### src/rtl/instr_sequencer_pkg.sv
// rtl/instr_sequencer_pkg.sv - shared types and constants for the instruction sequencer
package instr_sequencer_pkg;

  typedef enum logic [1:0] {
    LOAD_NONE = 2'd0,
    LOAD_PC   = 2'd1,
    LOAD_IR   = 2'd2,
    LOAD_RF   = 2'd3
  } load_select_t;

  typedef enum logic [4:0] {
    OP_ADD  = 5'h00,
    OP_SUB  = 5'h01,
    OP_AND  = 5'h02,
    OP_OR   = 5'h03,
    OP_XOR  = 5'h04,
    OP_NOT  = 5'h05,
    OP_SHL  = 5'h06,
    OP_SHR  = 5'h07,
    OP_LD   = 5'h08,
    OP_ST   = 5'h09,
    OP_BR   = 5'h0A,
    OP_JMP  = 5'h0B,
    OP_HALT = 5'h0C
  } opcode_t;

  typedef enum logic [2:0] {
    CL_ALU  = 3'd0,
    CL_LD   = 3'd1,
    CL_ST   = 3'd2,
    CL_BR   = 3'd3,
    CL_JMP  = 3'd4,
    CL_HALT = 3'd5,
    CL_ILL  = 3'd6
  } instr_class_t;

  typedef enum logic [1:0] {
    ERR_NONE    = 2'd0,
    ERR_ILLEGAL = 2'd1,
    ERR_BUS     = 2'd2
  } err_code_t;

  typedef enum logic [3:0] {
    S_RESET  = 4'd0,
    S_FETCH  = 4'd1,
    S_INC    = 4'd2,
    S_DECODE = 4'd3,
    S_EXEC   = 4'd4,
    S_MEM    = 4'd5,
    S_WB     = 4'd6,
    S_BRANCH = 4'd7,
    S_HALT   = 4'd8
  } state_t;

  localparam logic ADDR_PC  = 1'b0;
  localparam logic ADDR_ALU = 1'b1;

endpackage

### src/rtl/instr_sequencer_decoder.sv
// rtl/instr_sequencer_decoder.sv - combinational opcode to instruction class decode
module instr_class_decoder
  import instr_sequencer_pkg::*;
#(
  parameter int OPCODE_W = 5
) (
  input  logic [OPCODE_W-1:0] opcode,
  output instr_class_t        cls
);

  always_comb begin
    cls = CL_ILL;
    case (opcode)
      OPCODE_W'(OP_ADD), OPCODE_W'(OP_SUB), OPCODE_W'(OP_AND), OPCODE_W'(OP_OR),
      OPCODE_W'(OP_XOR), OPCODE_W'(OP_NOT), OPCODE_W'(OP_SHL), OPCODE_W'(OP_SHR):
                         cls = CL_ALU;
      OPCODE_W'(OP_LD):   cls = CL_LD;
      OPCODE_W'(OP_ST):   cls = CL_ST;
      OPCODE_W'(OP_BR):   cls = CL_BR;
      OPCODE_W'(OP_JMP):  cls = CL_JMP;
      OPCODE_W'(OP_HALT): cls = CL_HALT;
      default:            cls = CL_ILL;
    endcase
  end

endmodule

### src/rtl/instr_sequencer.sv
// rtl/instr_sequencer.sv - fetch/decode/execute control FSM with bus watchdog and retire counter
module instr_sequencer
  import instr_sequencer_pkg::*;
#(
  parameter int INSTR_W  = 19,
  parameter int OPCODE_W = 5,
  parameter int TIMEOUT  = 255,
  parameter int CNT_W    = 32
) (
  input  logic               CLK,
  input  logic               RESET_N,
  input  logic [INSTR_W-1:0] INSTR,
  input  logic               FLAG_Z,
  input  logic               MEM_ACK,
  output logic               MEM_REQ,
  output logic               MEM_WE,
  output logic               ADDR_SEL,
  output logic               LOAD_REG,
  output load_select_t       LOAD_SELECT,
  output logic               INC_PC,
  output logic               IR_LOAD,
  output logic               ALU_EN,
  output logic               HALTED,
  output err_code_t          ERR_CODE,
  output logic [CNT_W-1:0]   RETIRED
);

  localparam int WD_W  = (TIMEOUT < 2) ? 1 : $clog2(TIMEOUT);
  localparam int TO_M1 = (TIMEOUT == 0) ? 0 : TIMEOUT - 1;

  state_t           state, state_next;
  instr_class_t     cls, cls_q;
  err_code_t        err_q, err_set;
  logic [WD_W-1:0]  wd_cnt, wd_next;
  logic [CNT_W-1:0] retired_q;
  logic             retire;
  logic             wd_hit;
  logic             unused_operand_bits;

  instr_class_decoder #(.OPCODE_W(OPCODE_W)) u_decoder (
    .opcode (INSTR[INSTR_W-1 -: OPCODE_W]),
    .cls    (cls)
  );

  assign unused_operand_bits = ^INSTR[INSTR_W-OPCODE_W-1:0];

  // Last permitted waiting cycle; an ACK in that same cycle still completes normally.
  assign wd_hit = (TIMEOUT != 0) && (wd_cnt == WD_W'(TO_M1));

  always_ff @(posedge CLK or negedge RESET_N) begin
    if (!RESET_N) begin
      state     <= S_RESET;
      cls_q     <= CL_ALU;
      err_q     <= ERR_NONE;
      wd_cnt    <= '0;
      retired_q <= '0;
    end else begin
      state  <= state_next;
      wd_cnt <= wd_next;
      if (state == S_DECODE) cls_q <= cls;
      if (err_set != ERR_NONE) err_q <= err_set;
      if (retire) retired_q <= retired_q + 1'b1;
    end
  end

  always_comb begin
    state_next  = state;
    err_set     = ERR_NONE;
    retire      = 1'b0;
    MEM_REQ     = 1'b0;
    MEM_WE      = 1'b0;
    ADDR_SEL    = ADDR_PC;
    LOAD_REG    = 1'b0;
    LOAD_SELECT = LOAD_NONE;
    INC_PC      = 1'b0;
    ALU_EN      = 1'b0;
    HALTED      = 1'b0;
    case (state)
      S_RESET: begin
        LOAD_SELECT = LOAD_PC;
        state_next  = S_FETCH;
      end
      S_FETCH: begin
        MEM_REQ  = 1'b1;
        ADDR_SEL = ADDR_PC;
        if (MEM_ACK) begin
          state_next = S_INC;
        end else if (wd_hit) begin
          state_next = S_HALT;
          err_set    = ERR_BUS;
        end
      end
      S_INC: begin
        LOAD_SELECT = LOAD_PC;
        INC_PC      = 1'b1;
        state_next  = S_DECODE;
      end
      S_DECODE: begin
        case (cls)
          CL_ALU:         state_next = S_EXEC;
          CL_LD, CL_ST:   state_next = S_MEM;
          CL_BR, CL_JMP:  state_next = S_BRANCH;
          CL_HALT:        state_next = S_HALT;
          default: begin
            state_next = S_HALT;
            err_set    = ERR_ILLEGAL;
          end
        endcase
      end
      S_EXEC: begin
        ALU_EN     = 1'b1;
        state_next = S_WB;
      end
      S_MEM: begin
        MEM_REQ  = 1'b1;
        ADDR_SEL = ADDR_ALU;
        MEM_WE   = (cls_q == CL_ST);
        if (MEM_ACK) begin
          // Stores complete here; loads still need the register-file write.
          if (cls_q == CL_ST) begin
            state_next = S_FETCH;
            retire     = 1'b1;
          end else begin
            state_next = S_WB;
          end
        end else if (wd_hit) begin
          state_next = S_HALT;
          err_set    = ERR_BUS;
        end
      end
      S_WB: begin
        LOAD_SELECT = LOAD_RF;
        LOAD_REG    = 1'b1;
        state_next  = S_FETCH;
        retire      = 1'b1;
      end
      S_BRANCH: begin
        if (cls_q == CL_JMP || FLAG_Z) begin
          LOAD_SELECT = LOAD_PC;
          LOAD_REG    = 1'b1;
        end
        state_next = S_FETCH;
        retire     = 1'b1;
      end
      S_HALT: begin
        HALTED = 1'b1;
      end
      default: state_next = S_RESET;
    endcase
  end

  always_comb begin
    wd_next = wd_cnt;
    if (state_next != state) begin
      wd_next = '0;
    end else if ((TIMEOUT != 0) && !MEM_ACK && (state == S_FETCH || state == S_MEM)) begin
      wd_next = wd_cnt + 1'b1;
    end
  end

  assign IR_LOAD  = (state == S_FETCH) && MEM_ACK;
  assign ERR_CODE = err_q;
  assign RETIRED  = retired_q;

endmodule

### config.mk
export PLATFORM = sky130hd
export DESIGN_NAME = instr_sequencer
export DESIGN_NICKNAME = d
export VERILOG_FILES = /design/src/rtl/instr_sequencer_pkg.sv /design/src/rtl/instr_sequencer_decoder.sv /design/src/rtl/instr_sequencer.sv
export SDC_FILE = /design/constraint.sdc
export NUM_CORES = 1
export LEC_CHECK = 0
export ABC_AREA = 1
export BUFFER_PORTS_ARGS = -buffer_cell sky130_fd_sc_hd__buf_4
export CAP_MARGIN = 10
export CORE_UTILIZATION = 50
export CTS_BUF_LIST = sky130_fd_sc_hd__clkbuf_16
export DETAILED_ROUTE_END_ITERATION = 10
export PLACE_DENSITY = 0.74
export SLEW_MARGIN = 0
export SYNTH_ARGS = -nofsm -noshare
export SYNTH_HDL_FRONTEND = slang
export SYNTH_HIERARCHICAL = 1
export SYNTH_SLANG_ARGS = --single-unit
### constraint.sdc
create_clock -name CLK -period 2.4 [get_ports CLK]
set_input_delay 0.12 -clock CLK [delete_from_list [all_inputs] [get_ports CLK]]
set_output_delay 0.12 -clock CLK [all_outputs]
set_load 0.02 [all_outputs]
# ---- After elaboration in Yosys (flattened, before gate mapping)
# Memories as Yosys holds them, arrays and structs flattened.
# Index checks and enable logic that the tools add are counted.
dict set report totals {
  wordCells 67
  reg_bits 49
  mem_bits_ro 48
  in_bits 23
  mem_count 1
  out_inout_bits 44
}
# memory depth width rd rd_ports_with_merged_regs wr line_no
set memory_table {}
lappend memory_table {{(name not given)} 16 3 1 0 0 instr_sequencer_decoder.sv:13} ;# case (opcode)
dict set report op_classes {
  n_reduce_logical 16
  n_eq_ne 17
  add_sub_neg 2
  muxes 26
}
# op n
set op_table {}
lappend op_table {{$add 32x1->32 const B} 1}
lappend op_table {{$pmux 4 s7} 1}
lappend op_table {{$eq 4x3->1 const B} 4}
lappend op_table {{$mux 8} 2}
lappend op_table {{$mux 4} 3}
lappend op_table {{$pmux 4 s3} 1}
lappend op_table {{$mux 1} 11}
lappend op_table {{$reduce_or 2->1} 5}
lappend op_table {{$eq 3x2->1 const B} 3}
lappend op_table {{$eq 3x3->1 const B} 3}
lappend op_table {{$add 8x1->8 const B} 1}
lappend op_table {{$eq 4x2->1 const B} 2}
lappend op_table {{$eq 8x8->1 const B} 1}
lappend op_table {{$mux 3} 2}
lappend op_table {{$pmux 2 s3} 1}
lappend op_table {{$reduce_or 6->1} 1}
lappend op_table {{$eq 4x1->1 const B} 1}
lappend op_table {{$eq 4x4->1 const B} 1}
lappend op_table {{$logic_not 4->1} 1}
lappend op_table {{$mux 2} 2}
lappend op_table {{$ne 4x4->1} 1}
lappend op_table {{$pmux 1 s2} 2}
lappend op_table {{$pmux 2 s2} 1}
lappend op_table {{$reduce_bool 2->1} 2}
lappend op_table {{6 further kinds} 8}

# ---- Depth between registers and ports, before layout
# Gate-level depths: netlist (run 1).
# An unclocked memory read counts as a cell.
dict set report depth {
  ltp_word 8
  ltp_mapped 18
  mapped_depth_nobuf 18
}

# ---- By module
# The synthesis (run 1) kept the hierarchy.
# module seq_area_each_um2 cells_per_inst n_inst area_each_um2
set by_module_without_submodules {}
lappend by_module_without_submodules {instr_sequencer 1226.2 418 1 3065.4}
lappend by_module_without_submodules {instr_class_decoder 0.0 18 1 97.6}

# ---- Least setup slack after synthesis (run 1)
# OpenSTA, ideal clock, no wires.
dict set report synth_timing {
  path_type {register to register}
  from {register state[0]}
  to {register wd_cnt[0]}
  required_ns 2.330
  setup_time_ns 0.070
  synth_period_minus_slack_ns 1.763
  slack_ns 0.637
  arrival_time_ns 1.693
  path_stages_with_launch 11
  n_path_buf 1
  cell_sequence {dfrtp_1 -> buf_4 -> nor2_1 -> inv_1 -> nor3_1 -> inv_1 -> nand2_1 -> nand2_2 -> nor2_4 -> nand2_4 -> nor2_2}
}
dict set report synth_between {
  elab_chain_cells 5
  elab_cells_between_ends 19
  classes_between {eq/ne: 9; mux: 5; reduce/logical: 5}
}
# element line_no
set synth_lines {}
lappend synth_lines {{start, declared} instr_sequencer.sv:31} ;# state_t state, state_next;
lappend synth_lines {{start signal, assigned} instr_sequencer.sv:58} ;# state <= state_next;
lappend synth_lines {{$eq 4x3->1, or another cell as far along} instr_sequencer.sv:78} ;# case (state)
lappend synth_lines {{$reduce_or 3->1 (no line), or another cell as far along} --}
lappend synth_lines {{$pmux 4 s7} instr_sequencer.sv:78}
lappend synth_lines {{$ne 4x4->1} instr_sequencer.sv:154} ;# if (state_next != state) begin
lappend synth_lines {{$mux 8 / $reduce_bool 2->1 (equally long branches)} --}
lappend synth_lines {{end signal, assigned} instr_sequencer.sv:59} ;# wd_cnt <= wd_next;
lappend synth_lines {{end, declared} instr_sequencer.sv:34} ;# logic [WD_W-1:0] wd_cnt, wd_next;
# Parallel ways exist; a longest one is shown, timed or not.
# A chain may end at the register's enable or synchronous reset.

# ---- Worst setup path in the final report (run 1)
dict set report layout_timing {
  from {register state[1]}
  to {register wd_cnt[0]}
}
# The elaborated chain is that of the path after synthesis.

==> results of run 1 <==
-- worst paths after layout --
| kind | startpoint | endpoint | slack, ns | depth (start not counted) |
|---|---|---|---|---|
| min in group asynchronous | RESET_N | wd_cnt[0]$_DFFE_PN0P_ | 0.39 | 2 |
| min reg2reg | ERR_CODE[0]$_DFFE_PN0P_ | ERR_CODE[0]$_DFFE_PN0P_ | 0.50 | 2 |
| max | state[1]$_DFF_PN0_ | wd_cnt[0]$_DFFE_PN0P_ | 0.55 | 11 |
| max reg2reg | state[1]$_DFF_PN0_ | wd_cnt[0]$_DFFE_PN0P_ | 0.55 | 11 |
| min | INSTR[17] | cls_q[0]$_DFFE_PN0N_ | 0.25 | 5 |
| max in group asynchronous | RESET_N | ERR_CODE[0]$_DFFE_PN0P_ | 1.60 | 2 |
-- synthesized netlist by cell type (all sizes together), types with 3 or more instances --
cell type and n:
nor2 60, nand4 6, nand2 146, inv 54, o21ai 23, a21oi 3, xnor2 6, nor3 22
nand3 21, ha 6, buf 4, xor2 30, dfrtp 49
-- worst max-delay path, stage by stage (launching register included) --
cell,delay (ns)
dfrtp_1,0.47
inv_2,0.14
nand2_4,0.08
nor2_4,0.17
nand2_4,0.08
nand2_8,0.19
inv_4,0.14
nand3_1,0.12
nand2_2,0.07
nor2_4,0.11
nand2_4,0.12
nor2_2,0.09
-- routing by layer --
layer,wire length (um),GRT usage
met5,0,0
met4,68,0.05893
met3,346,0.04222
met2,3175,0.3783
met1,3427,0.3277
-- final cells by class --
cell class	instances	area (um2)	area share
multi-input combinational	328	1705	0.4491
sequential	49	1226	0.3229
timing repair buffer	53	400.4	0.1054
inverter	54	205.2	0.05404
clock buffer	5	125.1	0.03295
tap	75	93.84	0.02471
clock inverter	3	41.29	0.01087
-- where the power goes --
group	internal [uW]	switching [uW]
logic	490	946
registers	971	192
clock network	488	309
-- flip-flops by register name (all words and copies together) (netlist names) --
name,cells
ERR_CODE,2
RETIRED,32
cls_q,3
state,4
wd_cnt,8
-- logic make-up after synthesis --
family                   synth area share
AND/OR/NAND/NOR                    0.3703
buffers and inverters             0.07318
flip-flops                         0.3877
XOR/XNOR                          0.09968
AO/OA/AOI/OAI                     0.04549
adder cells (fa/ha/maj)           0.02373
-- through the flow --
| stage | utilization | instances | hold WS, ns |
|---|---|---|---|
| 3_5_place_dp | 0.6009 | 558 | 0.1823 |
| 5_1_grt | 0.6302 | 567 | 0.2702 |
| 2_1_floorplan | - | 436 | -0.1756 |
| 4_1_cts | 0.6302 | 567 | 0.2548 |
| 6_report | 0.6302 | 567 | 0.2492 |
| 3_3_place_gp | 0.6009 | 558 | 0.1778 |
==> impl_metrics.tcl, run 1 <==
set metrics [dict create \
    status "complete, no violations" \
    timing_max_transition_violations_final 0 \
    power.total_uw 3398 \
    synth_ff_type "dfrtp_1" \
    cp_max_fo 37 \
    antenna_left 0 \
    syn_inst 436 \
    place_congestion 0.9109 \
    insertion_delay_ns 0.29 \
    fmax_ghz 0.5404 \
    drc 0 \
    yosys-top-cells-area "dfrtp_1 (39%), nand2_1 (16%), xor2_1 (8.3%)" \
    ios 67 \
    holdBufCountCts 1 \
    numClockSinks 49 \
    powerDensity_nw_per_um2 894.8 \
    cts_resized 0 \
    syn_area_per_cell_um2 7.255 \
    synth_top_area_cell "dfrtp_1" \
    via_per_inst 5.030 \
    ys_seq_area_frac 0.3877 \
    htreeDepth 2 \
    slew_headroom 0.5908 \
    drt-pass1-iter-count 4 \
    ys_types 28 \
    vias 2852 \
    start_util 0.5249 \
    mostFrequentLayoutCells "nand2_1 (135), buf_4 (52), dfrtp_1 (49), inv_1 (49), nor2_1 (45)" \
    grt_start_max_net_pins 50 \
    grt_pass1_wl_mm 12.08 \
    cp-end-kind "register" \
    antenna_found_initial 0 \
    synth_top_cell_area_share 0.3877 \
    clkTransAtPathRegs_ns 0.07 \
    setup_slack_ns 0.5494 \
    diodes 0 \
    critical_path_arrival_ns 2.07 \
    nFillCells 589 \
    area_growth_pct 20.06 \
    final_common_cell "nand2_1" \
    final_layout_size_suffix_gt1_frac 0.1850 \
    grt_overflow_total 0 \
    skew_ns 0.005892 \
    preCtsSetupSlack_ns 0.4761 \
    cts_setup_buffers 0 \
    netlist_area_um2 3163 \
    syn-num-nets 465 \
    fin_tns_setup_ns 0 \
    dp_hpwl_mm 5.504 \
    cp-start-kind "register" \
    first_global_vias 2683 \
    ys_warn_count 6 \
    rsz0062_at_grt "false" \
    maxCapViolations 0 \
    track_usage 0.2360 \
    portBuffers 52 \
    final_nets 520 \
    rows 28 \
    max-vdd-ir-drop_mv 0.6523 \
    finalCritPeriodShare 0.7711 \
    die_y_um 81.54 \
    tightest_slew_ns 0.6138 \
    die_x_um 81.54 \
    fin_area_um2 3797 \
    die-area_um2 6648 \
    hold_viol_final 0 \
    required_ns 2.62 \
    tritoncts "built" \
    setup-violations-final 0 \
    drt_iter0_drc 128 \
    path_class "register to register" \
    root_buffer "clkbuf_16" \
    place_area_um2 3621 \
    wirelength_mm 7.018 \
    cts_buffers 5 \
    synth-seq-cells 49 \
    synthArstFlopShare 1.000 \
    fp.coreArea_um2 6026 \
    hp-class "primary input to register" \
    clock_path_buffers 2 \
    min_period_ns 1.851 \
    leakagePower_uw 0.001847 \
    synth_edf_count 0 \
    wire_per_inst_um 12.38 \
]
No activity file was read; power rests on OpenSTA's default activity.
==> run 2, diff against run 1 <==
- PLACE_DENSITY: 0.74 -> 0.77
- clock period: 2.4 -> 1.6 ns (I/O delays scaled with it)
==> run 2 against run 1 <==
First-iteration DRC count rose by 50%. Largest power group unchanged. Sequential power rose by 50%. The run now ends with negative setup slack left. Critical path type unchanged. Via count rose by 14%.
==> impl_metrics.tcl, run 2 (same netlist as run 1, synthesis figures left out) <==
set metrics [dict create \
    status "complete, but fails checks" \
    violations "negative setup slack" \
    ios 67 \
    mostFrequentLayoutCells "nand2_1 (129), buf_4 (111), inv_1 (48)" \
    clock_path_buffers 2 \
    tightest_slew_ns 0.6362 \
    cp-start-kind "register" \
    grt_overflow_total 0 \
    preCtsSetupSlack_ns -0.2387 \
    cp_max_fo 8 \
    wirelength_mm 8.723 \
    start_util 0.5249 \
    final_common_cell "nand2_1" \
    vias 3243 \
    fp.coreArea_um2 6026 \
    numClockSinks 49 \
    antenna_found_initial 0 \
    setup_slack_ns -0.1567 \
    drc 0 \
    via_per_inst 5.181 \
    rows 28 \
    htreeDepth 2 \
    critical_path_arrival_ns 1.97 \
    use_met2 0.4233 \
    insertion_delay_ns 0.29 \
    required_ns 1.82 \
    reg2reg_slack_ns -0.16 \
    max-vdd-ir-drop_mv 1.009 \
    leakagePower_uw 0.002219 \
    multiInputGateArea_um2 1946 \
    fin_tns_setup_ns -1.110 \
    hold_viol_final 0 \
    place_congestion 0.8774 \
    antenna_left 0 \
    rsz0062_at_grt "true" \
    die-area_um2 6648 \
    grt_start_max_net_pins 50 \
    nFillCells 443 \
    min_period_ns 1.757 \
    final_nets 579 \
    dp_hpwl_mm 6.100 \
    grt_busiest_layer "met2" \
    seq_area_um2 1234 \
    cp-end-kind "register" \
    die_x_um 81.54 \
    area_growth_pct 40.94 \
    largest_reg_flops 32 \
    fmax_ghz 0.5692 \
    drt-pass1-iter-count 4 \
    diodes 0 \
    maxCapViolations 0 \
    skew_ns 0.006891 \
    hold_slack_ns 0.2466 \
    powerDensity_nw_per_um2 1270 \
    grtUsageMet3 0.04111 \
    track_usage 0.2597 \
    post-route-util 0.7398 \
    die_y_um 81.54 \
    final_layout_size_suffix_gt1_frac 0.3648 \
    tritoncts "built" \
    clkTransAtPathRegs_ns 0.06 \
    root_buffer "clkbuf_16" \
    first_global_vias 2979 \
    hp-class "primary input to register" \
    grt_pass1_wl_mm 13.38 \
    slew_headroom 0.5759 \
    finalCritPeriodShare 1.098 \
    wire_per_inst_um 13.93 \
    setup-violations-final 9 \
    drt_iter0_drc 192 \
    cts_buffers 5 \
    grt_util_met1 0.3528 \
    path_class "register to register" \
    portBuffers 52 \
    timing_max_transition_violations_final 0 \
]
-- run 2: cell count changes in the layout (fill, tap and decap cells not counted), moves of 4 or more --
cell     previous run  this run
buf_4              52       111
nor3_1             21         5
nor2_1             45        32
nor3_2              1        13
nor2_2             10        19
dfrtp_1            49        43
dfrtp_2             0         6
nand2_1           135       129
nand2_2             7        12
nand3_1            21        16
inv_2               4         8
nand3_2             0         4
nor2_4              5         9
nor3_4              0         4
-- run 2: final cells by class --
| class | count | area share |
|---|---|---|
| Inverter | 54 | 0.04603 |
| Clock inverter | 3 | 0.002526 |
| Clock buffer | 5 | 0.02807 |
| Tap cell | 75 | 0.02105 |
| Multi-Input combinational cell | 328 | 0.4364 |
| Timing Repair Buffer | 112 | 0.1892 |
| Sequential cell | 49 | 0.2767 |
-- run 2: worst paths after layout --
path,cells past startpoint,endpoint,startpoint
worst max register to register,12,wd_cnt[7]$_DFFE_PN0P_,wd_cnt[0]$_DFFE_PN0P_
worst max-delay path,12,wd_cnt[7]$_DFFE_PN0P_,wd_cnt[0]$_DFFE_PN0P_
worst min register to register,2,ERR_CODE[0]$_DFFE_PN0P_,ERR_CODE[0]$_DFFE_PN0P_
max in group asynchronous,2,state[2]$_DFF_PN0_,RESET_N
worst min-delay path,5,state[1]$_DFF_PN0_,MEM_ACK
min in group asynchronous,2,wd_cnt[3]$_DFFE_PN0P_,RESET_N
-- run 2: critical path, stage by stage, from the launching register on --
cell and delay (ns):
dfrtp_1 0.40, inv_2 0.09, ha_4 0.13, nand2_2 0.05, nor2_2 0.12, nand2_2 0.10, nand2_2 0.10, nand3_2 0.07
o21bai_1 0.16, nand2_1 0.08, nor2_2 0.15, nand2_4 0.13, nor2_2 0.13
-- run 2: timing repair --
action / CTS / global route
resized for setup: 6 / 57
pin swaps: 1 / 25
hold buffers: 1 / 0
hold endpoints to repair: 49 / 0
setup endpoints to repair: 13 / 36
setup buffers: 2 / 12
-- run 2: power by group --
group	internal, uW	switching [uW]	leakage, uW	total, uW
clock network	563	444	0.0000776	1010
registers	1470	272	0.000650	1740
logic	1170	1740	0.00149	2910
total	3210	2450	0.00222	5660
-- run 2: routing by layer --
layer / wire, um / vias up
met5: 0 / -
met4: 119 / 0
met3: 422 / 12
met2: 4324 / 112
met1: 3857 / 1537
li1: - / 1582
-- run 2: stage by stage --
stage          cell area (um2)  std cells  total power (uW)
2_1_floorplan             3169        436              3284
3_3_place_gp              3973        604              4237
3_5_place_dp              3973        604              4314
4_1_cts                   4156        615              5363
5_1_grt                   4458        626              6022
6_report                  4458        626              5661
==> run 3, diff against run 2 <==
- ABC_AREA: 1 -> 0
- CELL_PAD_IN_SITES_DETAIL_PLACEMENT: default -> 0
- CELL_PAD_IN_SITES_GLOBAL_PLACEMENT: default -> 1
- CORE_UTILIZATION: 50 -> 37
- PLACE_DENSITY: 0.77 -> default
- PLACE_DENSITY_LB_ADDON: default -> 0.1
==> run 3 against run 2 <==
The flow still finishes with violations (negative setup slack). Register-to-register slack worse by 0.11 ns. Total power is 5.8% higher. Setup slack lost 0.11 ns. Via count fell by 27%. Critical path depth decreased by 5. Die area increased by 13%. Hold slack better by 0.046 ns. Clock skew is 0.0012 ns lower. Synthesized area is 16% lower. Design area grew 4.4%. Synthesized cell count fell by 42%.
==> impl_metrics.tcl, run 3 <==
set metrics [dict create \
    status "complete, but fails checks" \
    violations "negative setup slack" \
    post-route-util 0.6774 \
    clock_path_buffers 2 \
    skew_ns 0.005706 \
    root_buffer "clkbuf_16" \
    portBuffers 52 \
    insertion_delay_ns 0.29 \
    maxCapViolations 0 \
    die_y_um 86.59 \
    clkTransAtPathRegs_ns 0.07 \
    timing_max_transition_violations_final 0 \
    ys_seq_area_frac 0.4631 \
    numClockSinks 49 \
    final_layout_size_suffix_gt1_frac 0.6066 \
    synthArstFlopShare 1.000 \
    largest_reg_flops 32 \
    rsz0062_at_grt "true" \
    hold_slack_ns 0.2925 \
    required_ns 1.80 \
    netlist_area_um2 2648 \
    hold_viol_final 0 \
    area_growth_pct 75.76 \
    slew_headroom 0.5712 \
    wire_per_inst_um 14.65 \
    intPower_uw 3798 \
    cp-end-kind "register" \
    power.total_uw 5991 \
    syn_area_per_cell_um2 10.46 \
    final_common_cell "buf_4" \
    cp_top_family "buffers and inverters" \
    startpoint "state[0]$_DFF_PN0_" \
    seqPwrFrac 0.255 \
    dpl.cell_count 461 \
    ios 67 \
    leakagePower_uw 0.002217 \
    die-area_um2 7498 \
    rows 30 \
    power.share.clock 0.172 \
    grt_start_max_net_pins 50 \
    tritoncts "built" \
    setup-violations-final 48 \
    setup_slack_ns -0.2664 \
    switching_share 0.3660 \
    cp-start-kind "register" \
    die_x_um 86.59 \
    drt-pass1-iter-count 4 \
    track_usage 0.1914 \
    slowest_delay_ns 0.44 \
    drc 0 \
    grt_overflow_total 0 \
    first_global_vias 2362 \
    syn_inst 253 \
    place_congestion 0.7933 \
    switchingPower_uw 2193 \
    synth_ff_type "dfrtp_1" \
    tightest_slew_ns 0.6432 \
    start_util 0.3854 \
    fp.coreArea_um2 6869 \
    yosys-top-cells-area "dfrtp_1 (46%), xnor2_1 (8.9%), xor2_1 (3.6%)" \
    dp_hpwl_mm 4.738 \
    synth_edf_count 0 \
    yosysMostFrequentCell "dfrtp_1" \
    crit_buf_inv 3 \
    min_period_ns 1.866 \
    cp_max_fo 8 \
    ys_warn_count 6 \
    finalCritPeriodShare 1.167 \
    cpMaxStageDelayCell "dfrtp_2" \
    cp_cell_sequence "buf_6 -> and4bb_2 -> buf_6 -> a211oi_4 -> o221ai_4 -> buf_12 -> nor3_4" \
    min_from "INSTR[18]" \
    powerDensity_nw_per_um2 1288 \
    r2r_start "state[0]$_DFF_PN0_" \
    vias 2360 \
    max-vdd-ir-drop_mv 0.7079 \
    synth_top_area_cell "dfrtp_1" \
    combPwrFrac 0.573 \
    synth-seq-cells 49 \
    via_per_inst 4.816 \
    final_nets 422 \
    path_class "register to register" \
    hp-class "primary input to register" \
    antenna_found_initial 0 \
    wirelength_mm 7.180 \
    diodes 0 \
    synth_top_cell_area_share 0.4631 \
    cp_common_cell "buf_6" \
    cts_buffers 5 \
    grt_pass1_wl_mm 11.09 \
    fmax_ghz 0.5358 \
    mostFrequentLayoutCells "buf_4 (106), dfrtp_1 (43), buf_6 (28)" \
    preCtsSetupSlack_ns -0.3470 \
    syn-num-nets 282 \
    ys_types 45 \
    fin_cells 490 \
    critical_path_arrival_ns 2.07 \
    antenna_left 0 \
    drt_iter0_drc 40 \
    htreeDepth 2 \
    synth_common_cells "dfrtp_1 (49), xnor2_1 (27), nand3_1 (19)" \
]
==> run 3: changes by cell type after synthesis, sizes merged, moves of 8 or more <==
cell and change:
and3 +9, inv -42, nand2 -131, nor2 -45, nor3 -8, o21ai -17
xnor2 +21, xor2 -19
==> run 3: cells by family after synthesis <==
kind of cell             synth area share
AO/OA/AOI/OAI                     0.07656
flip-flops                         0.4631
multiplexers                      0.02079
AND/OR/NAND/NOR                    0.2486
XOR/XNOR                           0.1257
adder cells (fa/ha/maj)           0.02835
buffers and inverters             0.03686
==> run 3: worst register-to-register path: cells and delay by family (launching register included) <==
kind / cells / cell delay, ns
simple gates: 2 / 0.44
compound gates: 2 / 0.44
buf+inv: 3 / 0.46
flops: 1 / 0.44
==> run 3: final timing paths <==
check / cells past startpoint / slack, ns / end
setup reg to reg: 7 / -0.27 / wd_cnt[0]$_DFFE_PN0P_
hold / removal: 3 / 0.29 / cls_q[1]$_DFFE_PN0N_
setup / recovery: 7 / -0.27 / wd_cnt[0]$_DFFE_PN0P_
hold reg to reg: 1 / 0.47 / RETIRED[31]$_DFFE_PN0P_
max in group asynchronous: 2 / 0.77 / RETIRED[11]$_DFFE_PN0P_
min in group asynchronous: 2 / 0.37 / ERR_CODE[1]$_DFFE_PN0P_
==> run 3: area by class of cell <==
class | count | area [um2]
fill | 531 | 2216
multi-input combinational | 183 | 1853
timing repair buffer | 142 | 1256
sequential | 49 | 1234
clock buffer | 5 | 125.1
tap | 96 | 120.1
inverter | 12 | 47.55
clock inverter | 3 | 17.52
==> run 3: metal layers <==
layer | global-route usage | vias up | share of wire
li1 | - | 1166 | -
met5 | 0 | - | 0
met1 | 0.2641 | 1148 | 0.46
met4 | 0.04545 | 0 | 0.0082
met2 | 0.3131 | 39 | 0.51
met3 | 0.03429 | 7 | 0.032
==> run 3: repair_timing <==
action,in CTS,in global routing
pin swaps,25,40
gates cloned,0,1
resized for setup,62,59
hold buffers,1,0
setup buffers,20,8
endpoints found under the setup margin,49,57
endpoints found under the hold margin,49,0
==> run 3: power by group through the flow <==
stage / clock network (uW) / registers [uW] / logic, uW
4_1_cts: 1060 / 1510 / 2950
6_report: 1030 / 1530 / 3430
5_1_grt: 1120 / 1550 / 3640
3_3_place_gp: 0 / 1520 / 2160
3_5_place_dp: 0 / 1520 / 2170
2_1_floorplan: 0 / 1580 / 1130
==> run 3: per-stage QoR <==
step                      instance area, um2  TNS (ns)
after detailed placement                3737    -6.979
after global placement                  3737    -5.972
after CTS                               4304    -8.526
final                                   4653    -7.093
after floorplan                         2759    -2.205
after global routing                    4653    -10.40
